==> config.mk <==
export PLATFORM = sky130hd
export DESIGN_NAME = mem_access_ctrl
export DESIGN_NICKNAME = d
export VERILOG_FILES = /design/src/rtl/mem_access_ctrl_pkg.sv /design/src/rtl/mem_access_ctrl_load_extend.sv /design/src/rtl/mem_access_ctrl.sv
export SDC_FILE = /design/constraint.sdc
export NUM_CORES = 1
export LEC_CHECK = 0
export BUFFER_PORTS_ARGS = -buffer_cell sky130_fd_sc_hd__buf_2
export CAP_MARGIN = 0
export CORE_MARGIN = 1.5
export CORE_UTILIZATION = 43
export CTS_BUF_LIST = sky130_fd_sc_hd__clkbuf_4 sky130_fd_sc_hd__clkbuf_8
export CTS_CLUSTER_DIAMETER = 120
export DETAILED_ROUTE_END_ITERATION = 12
export PLACE_DENSITY = 0.77
export SLEW_MARGIN = 5
export SYNTH_ARGS = -nofsm -noshare
export SYNTH_HDL_FRONTEND = slang
export SYNTH_HIERARCHICAL = 1
export SYNTH_SLANG_ARGS = --single-unit
export TNS_END_PERCENT = 10
==> constraint.sdc <==
create_clock -name clk -period 1.8 [get_ports clk]
set_input_delay 0.18 -clock clk [delete_from_list [all_inputs] [get_ports clk]]
set_output_delay 0.18 -clock clk [all_outputs]
set_load 0.01 [all_outputs]
==> src/rtl/mem_access_ctrl_pkg.sv <==
// Shared bus definitions for the MEM-stage access controller: widths, FSM
// states, byte-lane select codes and the latched request payload.
package mem_access_ctrl_pkg;

    localparam int unsigned DATA_W = 32;
    localparam int unsigned ADDR_W = 32;
    localparam int unsigned SEL_W  = 4;

    typedef enum logic [2:0] {
        ST_IDLE   = 3'd0,
        ST_REQ    = 3'd1,
        ST_WAIT   = 3'd2,
        ST_DONE   = 3'd3,
        ST_CANCEL = 3'd4
    } state_t;

    localparam logic [SEL_W-1:0] SEL_B0   = 4'b0001;
    localparam logic [SEL_W-1:0] SEL_B1   = 4'b0010;
    localparam logic [SEL_W-1:0] SEL_B2   = 4'b0100;
    localparam logic [SEL_W-1:0] SEL_B3   = 4'b1000;
    localparam logic [SEL_W-1:0] SEL_H0   = 4'b0011;
    localparam logic [SEL_W-1:0] SEL_H1   = 4'b1100;
    localparam logic [SEL_W-1:0] SEL_WORD = 4'b1111;

    typedef struct packed {
        logic [ADDR_W-1:0] addr;
        logic [SEL_W-1:0]  sel;
        logic [DATA_W-1:0] wdata;
        logic              wr;
        logic              sign_ext;
    } acc_req_t;

endpackage

==> src/rtl/mem_access_ctrl_load_extend.sv <==
// Load alignment: shifts the bus word down to the addressed lane, then
// sign/zero-extends byte and halfword loads.
module load_extend
    import mem_access_ctrl_pkg::*;
(
    input  logic [DATA_W-1:0] word,
    input  logic [1:0]        offset,
    input  logic [SEL_W-1:0]  sel,
    input  logic              sign_ext,
    output logic [DATA_W-1:0] ext_c
);

    logic [DATA_W-1:0] shifted;
    logic              fill_b;
    logic              fill_h;

    always_comb begin
        shifted = word >> {offset, 3'b000};
        fill_b  = sign_ext & shifted[7];
        fill_h  = sign_ext & shifted[15];
        ext_c   = shifted;
        case (sel)
            SEL_B0, SEL_B1, SEL_B2, SEL_B3: ext_c = {{24{fill_b}}, shifted[7:0]};
            SEL_H0, SEL_H1:                 ext_c = {{16{fill_h}}, shifted[15:0]};
            default:                        ext_c = shifted;
        endcase
    end

endmodule

==> src/rtl/mem_access_ctrl.sv <==
// MEM-stage data memory access controller: issues one bus handshake per
// load/store, stalls the pipeline while it is outstanding, and aligns load data.
module mem_access_ctrl
    import mem_access_ctrl_pkg::*;
(
    input  logic              clk,
    input  logic              rst,
    input  logic              stall_current_stage,
    input  logic              flush,
    input  logic              mem_read_flag,
    input  logic              mem_write_flag,
    input  logic              mem_sign_ext_flag,
    input  logic [SEL_W-1:0]  mem_sel,
    input  logic [ADDR_W-1:0] mem_addr,
    input  logic [DATA_W-1:0] mem_write_data,
    output logic              bus_req,
    output logic              bus_wr,
    output logic [SEL_W-1:0]  bus_be,
    output logic [ADDR_W-1:0] bus_addr,
    output logic [DATA_W-1:0] bus_wdata,
    input  logic              bus_addr_ok,
    input  logic              bus_data_ok,
    input  logic [DATA_W-1:0] bus_rdata,
    output logic              stall_request,
    output logic              load_valid,
    output logic [DATA_W-1:0] load_data
);

    state_t            state;
    acc_req_t          req_q;
    acc_req_t          new_req;
    logic [DATA_W-1:0] rdata_q;
    logic              access;

    assign access = (mem_read_flag | mem_write_flag) & ~flush;

    // Request as seen on the EX/MEM register this cycle; reads never carry write data.
    always_comb begin
        new_req          = '0;
        new_req.addr     = mem_addr;
        new_req.sel      = mem_sel;
        new_req.wdata    = mem_write_flag ? mem_write_data : '0;
        new_req.wr       = mem_write_flag;
        new_req.sign_ext = mem_sign_ext_flag;
    end

    always_ff @(posedge clk or negedge rst) begin
        if (!rst) begin
            state      <= ST_IDLE;
            req_q      <= '0;
            rdata_q    <= '0;
            bus_req    <= 1'b0;
            bus_wr     <= 1'b0;
            load_valid <= 1'b0;
        end else begin
            case (state)
                ST_IDLE: begin
                    load_valid <= 1'b0;
                    if (access) begin
                        req_q   <= new_req;
                        bus_req <= 1'b1;
                        bus_wr  <= new_req.wr;
                        state   <= ST_REQ;
                    end
                end
                ST_REQ: begin
                    if (bus_addr_ok) begin
                        bus_req <= 1'b0;
                        bus_wr  <= 1'b0;
                        if (flush) begin
                            // Data already returned alongside the flush: nothing left to drain.
                            state <= bus_data_ok ? ST_IDLE : ST_CANCEL;
                        end else if (bus_data_ok) begin
                            rdata_q    <= bus_rdata;
                            load_valid <= ~req_q.wr;
                            state      <= ST_DONE;
                        end else begin
                            state <= ST_WAIT;
                        end
                    end else if (flush) begin
                        bus_req <= 1'b0;
                        bus_wr  <= 1'b0;
                        state   <= ST_IDLE;
                    end
                end
                ST_WAIT: begin
                    if (flush) begin
                        state <= bus_data_ok ? ST_IDLE : ST_CANCEL;
                    end else if (bus_data_ok) begin
                        rdata_q    <= bus_rdata;
                        load_valid <= ~req_q.wr;
                        state      <= ST_DONE;
                    end
                end
                ST_DONE: begin
                    if (flush || !stall_current_stage) begin
                        load_valid <= 1'b0;
                        state      <= ST_IDLE;
                    end
                end
                ST_CANCEL: begin
                    // Stale data is dropped; a waiting access is issued straight away.
                    if (bus_data_ok) begin
                        if (access) begin
                            req_q   <= new_req;
                            bus_req <= 1'b1;
                            bus_wr  <= new_req.wr;
                            state   <= ST_REQ;
                        end else begin
                            state <= ST_IDLE;
                        end
                    end
                end
                default: begin
                    bus_req    <= 1'b0;
                    bus_wr     <= 1'b0;
                    load_valid <= 1'b0;
                    state      <= ST_IDLE;
                end
            endcase
        end
    end

    assign bus_be    = req_q.sel;
    assign bus_addr  = req_q.addr;
    assign bus_wdata = req_q.wdata;

    // Combinational so the pipeline is held in the same cycle the access appears.
    assign stall_request = rst & (((state == ST_IDLE) & access) |
                                  (state == ST_REQ) | (state == ST_WAIT) |
                                  ((state == ST_CANCEL) & access));

    load_extend u_load_extend (
        .word     (rdata_q),
        .offset   (req_q.addr[1:0]),
        .sel      (req_q.sel),
        .sign_ext (req_q.sign_ext),
        .ext_c    (load_data)
    );

endmodule

---- Word-level counts from Yosys, hierarchy flattened ----
Index checks and enable logic that the tools add are counted.
word-level totals
  RAM bits ................................ 0
  input bits .............................. 109
  flip-flop bits (word level) ............. 108
  bits in latches ......................... 0
  memories ................................ 0
  ROM bits ................................ 0
cells by class
  shift-type cells ........................ 1
  multiplexer cells ....................... 34
  reductions and logical operators ........ 13
  $lt $le $gt $ge ......................... 0
  $add $sub $neg .......................... 0
  equality and inequality tests ........... 16
  bitwise logic cells ..................... 14
  divide/modulo/power cells ............... 0
  $mul .................................... 0
operator list
  operator              count
  $mux W70              2
  $pmux W70 S2          1
  $mux W32              4
  $pmux W32 S2          2
  $shr A32 B5 Y32       1
  $mux W3               9
  $pmux W3 S5           1
  $mux W1               12
  $pmux W1 S4           3
  $eq A4 B2 Y1 const B  2
  $eq A4 B4 Y1 const B  2
  $ne A2 B2 Y1 const B  4
  $and A1 B1 Y1         6
  $eq A3 B2 Y1 const B  2
  $ne A3 B3 Y1 const B  2
  $reduce_and A3 Y1     2
  $reduce_and A5 Y1     1
  $eq A4 B1 Y1 const B  1
  $eq A4 B3 Y1 const B  1
  $not A1 Y1            4
  $or A1 B1 Y1          4
  $reduce_and A2 Y1     2
  $reduce_bool A2 Y1    2
  $reduce_or A2 Y1      2
  6 further kinds       6

---- Depth between registers and ports, before layout ----
Gate-level depths: netlist (run 1).
  depth after elaboration ................. 7
  mapped depth ............................ 7
  mapped depth without buffers ............ 4

---- Hierarchy ----
Netlist (run 1), hierarchy kept.
by module, submodules not included
  module           times used  cells each  area each (µm²)
  mem_access_ctrl  1           408         4,934.7
  load_extend      1           121         994.7

---- Least setup slack after synthesis (run 1) ----
Ideal clock, no wire load.
  path kind ............................... register -> register
  start point ............................. register state[2]
  end point ............................... register req_q (netlist bit bus_addr[0])
  required time ........................... 1.675 ns
  setup slack ............................. 0.098 ns
  period minus slack after synthesis ...... 1.702 ns
  data arrival time ....................... 1.577 ns
  setup time .............................. 0.125 ns
  cell stages (with the launch flop) ...... 6
  cells stage by stage .................... dfrtp_1 -> nor2b_1 -> or4_4 -> buf_6 -> buf_6 -> mux2_4
on the way
  longest elaborated chain between the ends .. 3
  elaborated cells between the ends (all ways) .. 6
  those cells by class .................... 2 x eq/ne; 1 x mux; 3 x reduce/logical
ends and longest elaborated chain
  what                                                                        line                    source
  start, declared                                                             mem_access_ctrl.sv:29   state_t state;
  start signal, assigned                                                      mem_access_ctrl.sv:72   state <= bus_data_ok ? ST_IDLE : ST_CANCEL;
  start signal, assigned                                                      mem_access_ctrl.sv:88   state <= bus_data_ok ? ST_IDLE : ST_CANCEL;
  $eq A3 B3 Y1 / $logic_not A3 Y1 (equally long branches)                     mem_access_ctrl.sv:56   case (state)
  $ne A2 B2 Y1 (no source line) / $reduce_bool A2 Y1 (equally long branches)  -
  $reduce_and A2 Y1 (no source line)                                          -
  end signal, assigned                                                        mem_access_ctrl.sv:60   req_q <= new_req;
  end signal, assigned                                                        mem_access_ctrl.sv:105  req_q <= new_req;
  end, declared                                                               mem_access_ctrl.sv:30   acc_req_t req_q;
Several ways; a longest one is shown, not always the timed one.
A chain may end at the register's enable or synchronous reset.

---- Final worst setup path (run 1) ----
  start point ............................. register req_q (netlist bit bus_be[2])
  end point ............................... output port load_data[8]
on the way
  longest elaborated chain between the ends .. 3
  elaborated cells between the ends (all ways) .. 9
  those cells by class .................... 6 x eq/ne; 1 x mux; 2 x reduce/logical
ends and longest elaborated chain
  what                                                         line                               source
  $eq A4 B1 Y1, or another cell as far along                   mem_access_ctrl_load_extend.sv:22  case (sel)
  $reduce_or A4 Y1 / $reduce_or A2 Y1 (equally long branches)  mem_access_ctrl_load_extend.sv:22
  $pmux W32 S2 *                                               mem_access_ctrl_load_extend.sv:22
  end, declared                                                mem_access_ctrl.sv:26              output logic [DATA_W-1:0] load_data
Every way passes the cells marked *; elsewhere a longest branch is shown, timed or not.

==> flow_metrics.py, run 1 <==
metrics = {
    "die": {
        "io_pins": 213,
        "die-area_um2": 14500,
        "initial_core_util_pct": 44.4,
        "fp.dieW_um": 120,
        "core-area_um2": 13300,
        "die_h_um": 120,
        "rows": 42,
    },
    "synth": {
        "synth_top_area_share_pct": 45.6,
        "yosysUniqueCellTypes": 42,
        "async_flop_share_pct": 100,
        "synthTopCellsByArea": "dfrtp_1 46%, mux2_4 9.1%, buf_4 9.0%, mux2_2 8.2%, nand2_1 4.5%",
        "syn_inst": 529,
        "yosys_warnings": 6,
        "synth_area_um2": 5930,
        "synth-main-ff-cell": "dfrtp_1",
        "yosys_register_bits": 108,
        "synth_nets": 638,
        "synth_area_per_cell_um2": 11.2,
        "synth_edf_count": 0,
        "yosys.area.top_type": "dfrtp_1",
        "ys_seq_area_share_pct": 45.6,
    },
    "cts": {
        "cts_tree": "built",
        "htree_levels": 3,
        "cts_root_buf": "clkbuf_8",
        "worstSkewPairLatency_ns": 0.38,
        "cts.reportedPaths.clkPinSlew_ns": 0.09,
        "clock_path_buffers": 2,
        "clock-sinks": 108,
        "cts-buffers-inserted": 9,
    },
    "detailed_routing": {
        "routed_via_density": 5.11,
        "drc": 0,
        "drt_iter0_drc": 359,
        "antenna_left": 0,
        "vias": 4544,
        "dr.pass1.iters": 4,
        "routed_wl_um": 14200,
        "avgRoutedWirePerCell_um": 15.9,
    },
    "cells_and_area": {
        "n_antenna_cell": 0,
        "finalNetCount": 817,
        "area_growth_syn_to_layout_pct": 25.2,
        "final_common_cell": "buf_2",
        "final_cells": 889,
        "layout_common_cells": "211 x buf_2, 103 x dfrtp_1, 71 x nand2_1",
        "final_area_um2": 7420,
        "drive_above_1_share_pct": 50.4,
    },
    "flow_run": {
        "maxCapViolations": 0,
    },
    "grt": {
        "grt_antenna_before_repair": 0,
        "grt_use_met3_pct": 5.05,
        "grt_overflow": 0,
        "grt_use_total_pct": 18.8,
        "busiest_layer": "met2",
        "grt_pass1_vias": 4360,
        "grt_max_degree": 109,
        "use_met2_pct": 29.8,
        "grt_use_met1_pct": 25.4,
        "grt_pass1_wl_um": 21800,
    },
    "pwr": {
        "p_leak_uw": 0.00368,
        "power_density_nw_per_um2": 1820,
        "ir_drop_mv": 0.877,
    },
    "worst_hold_path": {
        "hold_class": "in2reg",
        "hold_end": "bus_addr[1]$_DFFE_PN0P_",
        "hp-start": "mem_addr[1]",
        "holdPathStages": 2,
    },
    "critical_path": {
        "r2r_slack_ns": 0.05,
        "start_kind": "flip-flop",
        "endpoint_kind": "primary output",
        "crit_fanout": 24,
        "cp.arrival_ns": 1.91,
        "worstRegToRegCells": 4,
        "path_class": "reg2out",
        "rr_endpoint": "bus_addr[7]$_DFFE_PN0P_",
        "critPathRequiredTime_ns": 1.62,
        "rr_startpoint": "state[2]$_DFFE_PN0P_",
    },
    "timing": {
        "fin_ws_ns": -0.286,
        "setup_viol": 40,
        "rsz0062_at_grt": "yes",
        "max_slew_margin_pct": 62.4,
        "fin_crit_ns": 2.09,
        "hold_ws_ns": 0.0347,
        "slew_viol_final": 0,
        "tightest_slew_ns": 0.564,
        "max_freq_mhz": 479,
        "hold_viol_final": 0,
        "post-route-period-util_pct": 116,
        "fin_skew_ns": 0.0125,
    },
    "place": {
        "hpwl_um": 9660,
        "globalplace.congestion": 0.862,
        "placed_cells": 832,
        "placed_area_um2": 6760,
        "port-buffer-count": 212,
        "pre_cts_ws_ns": 0.0228,
    },
    "outcome": {
        "outcome": "complete, but fails checks",
        "failed_checks": "negative setup slack",
    },
}
-- worst max-delay path: stages, from the launching register on --
cell and delay [ns]:
dfrtp_2 0.49, xor2_1 0.20, a211oi_2 0.27, buf_12 0.21, mux2i_1 0.20, buf_2 0.15
-- final cells by class --
cell class                 count  area, µm²
multi-input combinational    310       2540
tap                          176        220
timing repair buffer         273       1740
inverter                       6       26.3
fill                        1107       5930
sequential                   108       2710
clock inverter                 5       43.8
clock buffer                  11        145
-- cell usage after synthesis (6+ instances only) --
cell	number
nand2_1	71
a2bb2oi_1	7
buf_4	71
inv_1	6
a21oi_1	11
o221ai_1	17
a211oi_1	7
buf_6	7
nor2_1	7
mux2_4	36
o211ai_1	9
dfrtp_1	108
buf_2	12
o2111ai_1	8
mux2_2	43
nor2b_1	12
mux2i_1	15
o21ai_0	37
clkbuf_1	13
-- power breakdown --
group	switching [µW]	total [µW]	internal, µW
combinational	3670	7490	3810
clock	862	1440	575
sequential	962	4600	3640
-- metrics by stage --
step                util [%]  total power, µW  TNS (ns)
floorplan                  -            10100         0
global placement        50.6            11500         0
detailed placement      50.6            11800         0
CTS                     53.6            13400     -6.48
global route            55.6            14400     -8.94
finish                  55.6            13500     -6.13
-- cell families (layout without fill, tap and decap cells) --
group                     Yosys count  in the layout  synth area share, %
buffers and inverters             111            295                 12.7
and+or+nand+nor                   102            102                 8.06
DFF                               108            108                 45.6
muxes                              95             95                 20.0
AOI/OAI and AO/OA                 112            112                 13.5
xor gates and xnor gates            1              1                0.148
-- worst max path at each step --
| stage | startpoint | endpoint | slack (ns) | depth (start not counted) |
|---|---|---|---|---|
| 5_1_grt | bus_be[2]$_DFFE_PN0P_ | load_data[12] | -0.40 | 5 |
| 2_1_floorplan | state[2]$_DFFE_PN0P_ | bus_addr[0]$_DFFE_PN0P_ | 0.1 | 5 |
| 6_report | bus_be[2]$_DFFE_PN0P_ | load_data[8] | -0.29 | 5 |
| 3_5_place_dp | bus_be[1]$_DFFE_PN0P_ | load_data[17] | 0.02 | 5 |
| 3_3_place_gp | bus_addr[1]$_DFFE_PN0P_ | load_data[28] | 0.1 | 5 |
| 4_1_cts | bus_be[2]$_DFFE_PN0P_ | load_data[14] | -0.31 | 5 |
-- flip-flops by register name, indices dropped and copies added (netlist names) --
| signal | flops |
|---|---|
| req_q | 2 |
| state | 3 |
| bus_req | 1 |
| bus_addr | 32 |
| rdata_q | 32 |
| bus_be | 4 |
| bus_wr | 1 |
| bus_wdata | 32 |
| load_valid | 1 |
-- routing by layer --
layer  wire length (µm)  up-vias
li1                   -     2159
met1               6090     2174
met2               6850      186
met3                937       25
met4                288        0
met5                  0        -
-- what timing repair did --
action	CTS	global route
pin swaps	0	0
buffers inserted	4	0
resized for setup	12	8
hold buffers	14	23
gates cloned	0	0
setup endpoints to repair	31	32
endpoints found under the hold margin	121	23
(Power assumes the default switching activity.)
==> run 2, diff against run 1 <==
--- a/config.mk
+++ b/config.mk
@@ -6,13 +6,12 @@
 export NUM_CORES = 1
 export LEC_CHECK = 0
 export BUFFER_PORTS_ARGS = -buffer_cell sky130_fd_sc_hd__buf_2
-export CAP_MARGIN = 0
 export CORE_MARGIN = 1.5
 export CORE_UTILIZATION = 43
 export CTS_BUF_LIST = sky130_fd_sc_hd__clkbuf_4 sky130_fd_sc_hd__clkbuf_8
 export CTS_CLUSTER_DIAMETER = 120
 export DETAILED_ROUTE_END_ITERATION = 12
-export PLACE_DENSITY = 0.77
+export PLACE_DENSITY = 0.74
 export SLEW_MARGIN = 5
 export SYNTH_ARGS = -nofsm -noshare
 export SYNTH_HDL_FRONTEND = slang
==> constraint.sdc (replaced) <==
create_clock -name clk -period 2.6 [get_ports clk]
set_input_delay 0.26 -clock clk [delete_from_list [all_inputs] [get_ports clk]]
set_output_delay 0.26 -clock clk [all_outputs]
set_load 0.01 [all_outputs]
==> flow_metrics.py, run 2 (synthesized netlist as in run 1, its figures left out) <==
metrics = {
    "critical_path": {
        "start_kind": "flip-flop",
        "rr_endpoint": "rdata_q[20]$_DFFE_PN0P_",
        "cp.arrival_ns": 2.16,
        "worstRegToRegCells": 5,
        "critPathRequiredTime_ns": 2.34,
        "path_cells": "buf_4 > mux2_2 > o211ai_1 > o221ai_1 > buf_2",
        "endpoint_kind": "primary output",
        "rr_startpoint": "state[1]$_DFFE_PN0P_",
        "crit_fanout": 29,
        "r2r_slack_ns": 0.63,
        "slowest_delay_ns": 0.58,
        "path_class": "reg2out",
        "critPathTopFamily": "flip-flops",
        "crit_slowest_cell": "dfrtp_1",
        "crit_buf_inv": 2,
    },
    "timing": {
        "hold_viol_final": 0,
        "tns_ns": 0,
        "slew_viol_final": 0,
        "fin_ws_ns": 0.184,
        "rsz0062_at_grt": "no",
        "tightest_slew_ns": 0.762,
        "max_freq_mhz": 414,
        "max_slew_margin_pct": 48.8,
        "fin_crit_ns": 2.42,
        "hold_ws_ns": 0.100,
        "post-route-period-util_pct": 92.9,
        "setup_viol": 0,
        "fin_skew_ns": 0.00785,
    },
    "worst_hold_path": {
        "holdPathStages": 2,
        "hold_end": "bus_addr[14]$_DFFE_PN0P_",
        "hold_class": "in2reg",
        "hp-start": "mem_addr[14]",
    },
    "pwr": {
        "switchingPower_uw": 3680,
        "comb_power_share_pct": 52.2,
        "internal_power_uw": 5280,
        "ir_drop_mv": 0.563,
        "power_density_nw_per_um2": 1320,
        "p_leak_uw": 0.00344,
        "clkPwrFrac_pct": 11.9,
        "finalPower_uw": 8960,
        "seq_power_share_pct": 35.8,
        "switching_share_pct": 41.0,
    },
    "detailed_routing": {
        "vias": 4292,
        "drc": 0,
        "routed_via_density": 5.12,
        "avgRoutedWirePerCell_um": 15.9,
        "antenna_left": 0,
        "dr.pass1.iters": 4,
        "routed_wl_um": 13300,
        "drt_iter0_drc": 228,
    },
    "cells_and_area": {
        "final.fill_count": 1209,
        "multiInputGateArea_um2": 2500,
        "final_cells": 839,
        "area_growth_syn_to_layout_pct": 14.9,
        "drive_above_1_share_pct": 49.6,
        "finalNetCount": 767,
        "layout_common_cells": "211 x buf_2, 108 x dfrtp_1, 71 x nand2_1",
        "final_common_cell": "buf_2",
        "n_antenna_cell": 0,
        "area.sequential_um2": 2700,
    },
    "cts": {
        "cts_tree": "built",
        "post-cts-setup-buffers": 0,
        "cts.reportedPaths.clkPinSlew_ns": 0.11,
        "htree_levels": 3,
        "cts_root_buf": "clkbuf_8",
        "clock_path_buffers": 2,
        "cts-buffers-inserted": 9,
        "worstSkewPairLatency_ns": 0.38,
        "clock-sinks": 108,
    },
    "die": {
        "io_pins": 213,
        "die-area_um2": 14500,
        "initial_core_util_pct": 44.4,
        "die_h_um": 120,
        "fp.dieW_um": 120,
        "rows": 42,
        "core-area_um2": 13300,
    },
    "grt": {
        "grt_max_degree": 103,
        "grt_pass1_vias": 4238,
        "grt_pass1_wl_um": 21500,
        "grt_antenna_before_repair": 1,
        "grt_use_total_pct": 18.6,
        "grt_overflow": 0,
    },
    "outcome": {
        "outcome": "finished, final reports clean",
    },
    "place": {
        "hpwl_um": 9670,
        "globalplace.congestion": 0.867,
        "pre_cts_ws_ns": 0.445,
        "placed_cells": 822,
        "port-buffer-count": 212,
    },
    "flow_run": {
        "maxCapViolations": 0,
    },
}
## run 2: worst max path at each step
stage	cells past startpoint	slack, ns	to	start
final	5	0.18	load_data[17]	bus_addr[0]$_DFFE_PN0P_
after detailed placement	5	0.45	load_data[18]	bus_addr[1]$_DFFE_PN0P_
after floorplan	4	0.86	load_data[10]	bus_be[2]$_DFFE_PN0P_
after global routing	5	0.03	load_data[20]	bus_addr[0]$_DFFE_PN0P_
after global placement	5	0.62	load_data[21]	bus_addr[1]$_DFFE_PN0P_
after CTS	5	0.009	load_data[18]	bus_addr[1]$_DFFE_PN0P_
## run 2: what timing repair did
item                                    CTS  global route
hold endpoints to repair                 34             0
endpoints found under the setup margin    0            17
hold buffers                              1             0
gates resized for setup                   0             1
## run 2: worst reg2reg max path, stage by stage (launching register included)
cell     delay [ns]
dfrtp_1        0.53
inv_1          0.20
nand3_1        0.19
a21oi_4        0.16
buf_4          0.39
mux2_2         0.41
## run 2: metal layers
metal  wire length (µm)  GRT usage [%]  part of all wire, %
met1               5880           24.6                   44
met2               6480           29.7                   49
met3                817           5.57                  6.1
met4                134           4.85                  1.0
met5                  9              0                0.068
## run 2: power groups by stage
stage	clock network, µW	registers, µW	logic [µW]
2_1_floorplan	0	2980	4040
3_3_place_gp	0	3170	4580
3_5_place_dp	0	3220	4670
4_1_cts	1120	3190	4680
5_1_grt	1180	3330	5090
6_report	1070	3210	4680
## run 2: final cells by class
cell class / count / share of cell area [%]
clock buffer: 9 / 1.82
clock inverter: 7 / 1.21
inverter: 6 / 0.331
multi-input combinational: 310 / 36.7
sequential: 108 / 39.7
tap: 176 / 3.23
timing repair buffer: 223 / 17.0
## run 2: through the flow
stage	instance area (µm²)	utilization, %
after detailed placement	6580	49.3
final	6810	51.0
after global routing	6810	51.0
after floorplan	5930	-
after CTS	6800	50.9
after global placement	6580	49.3
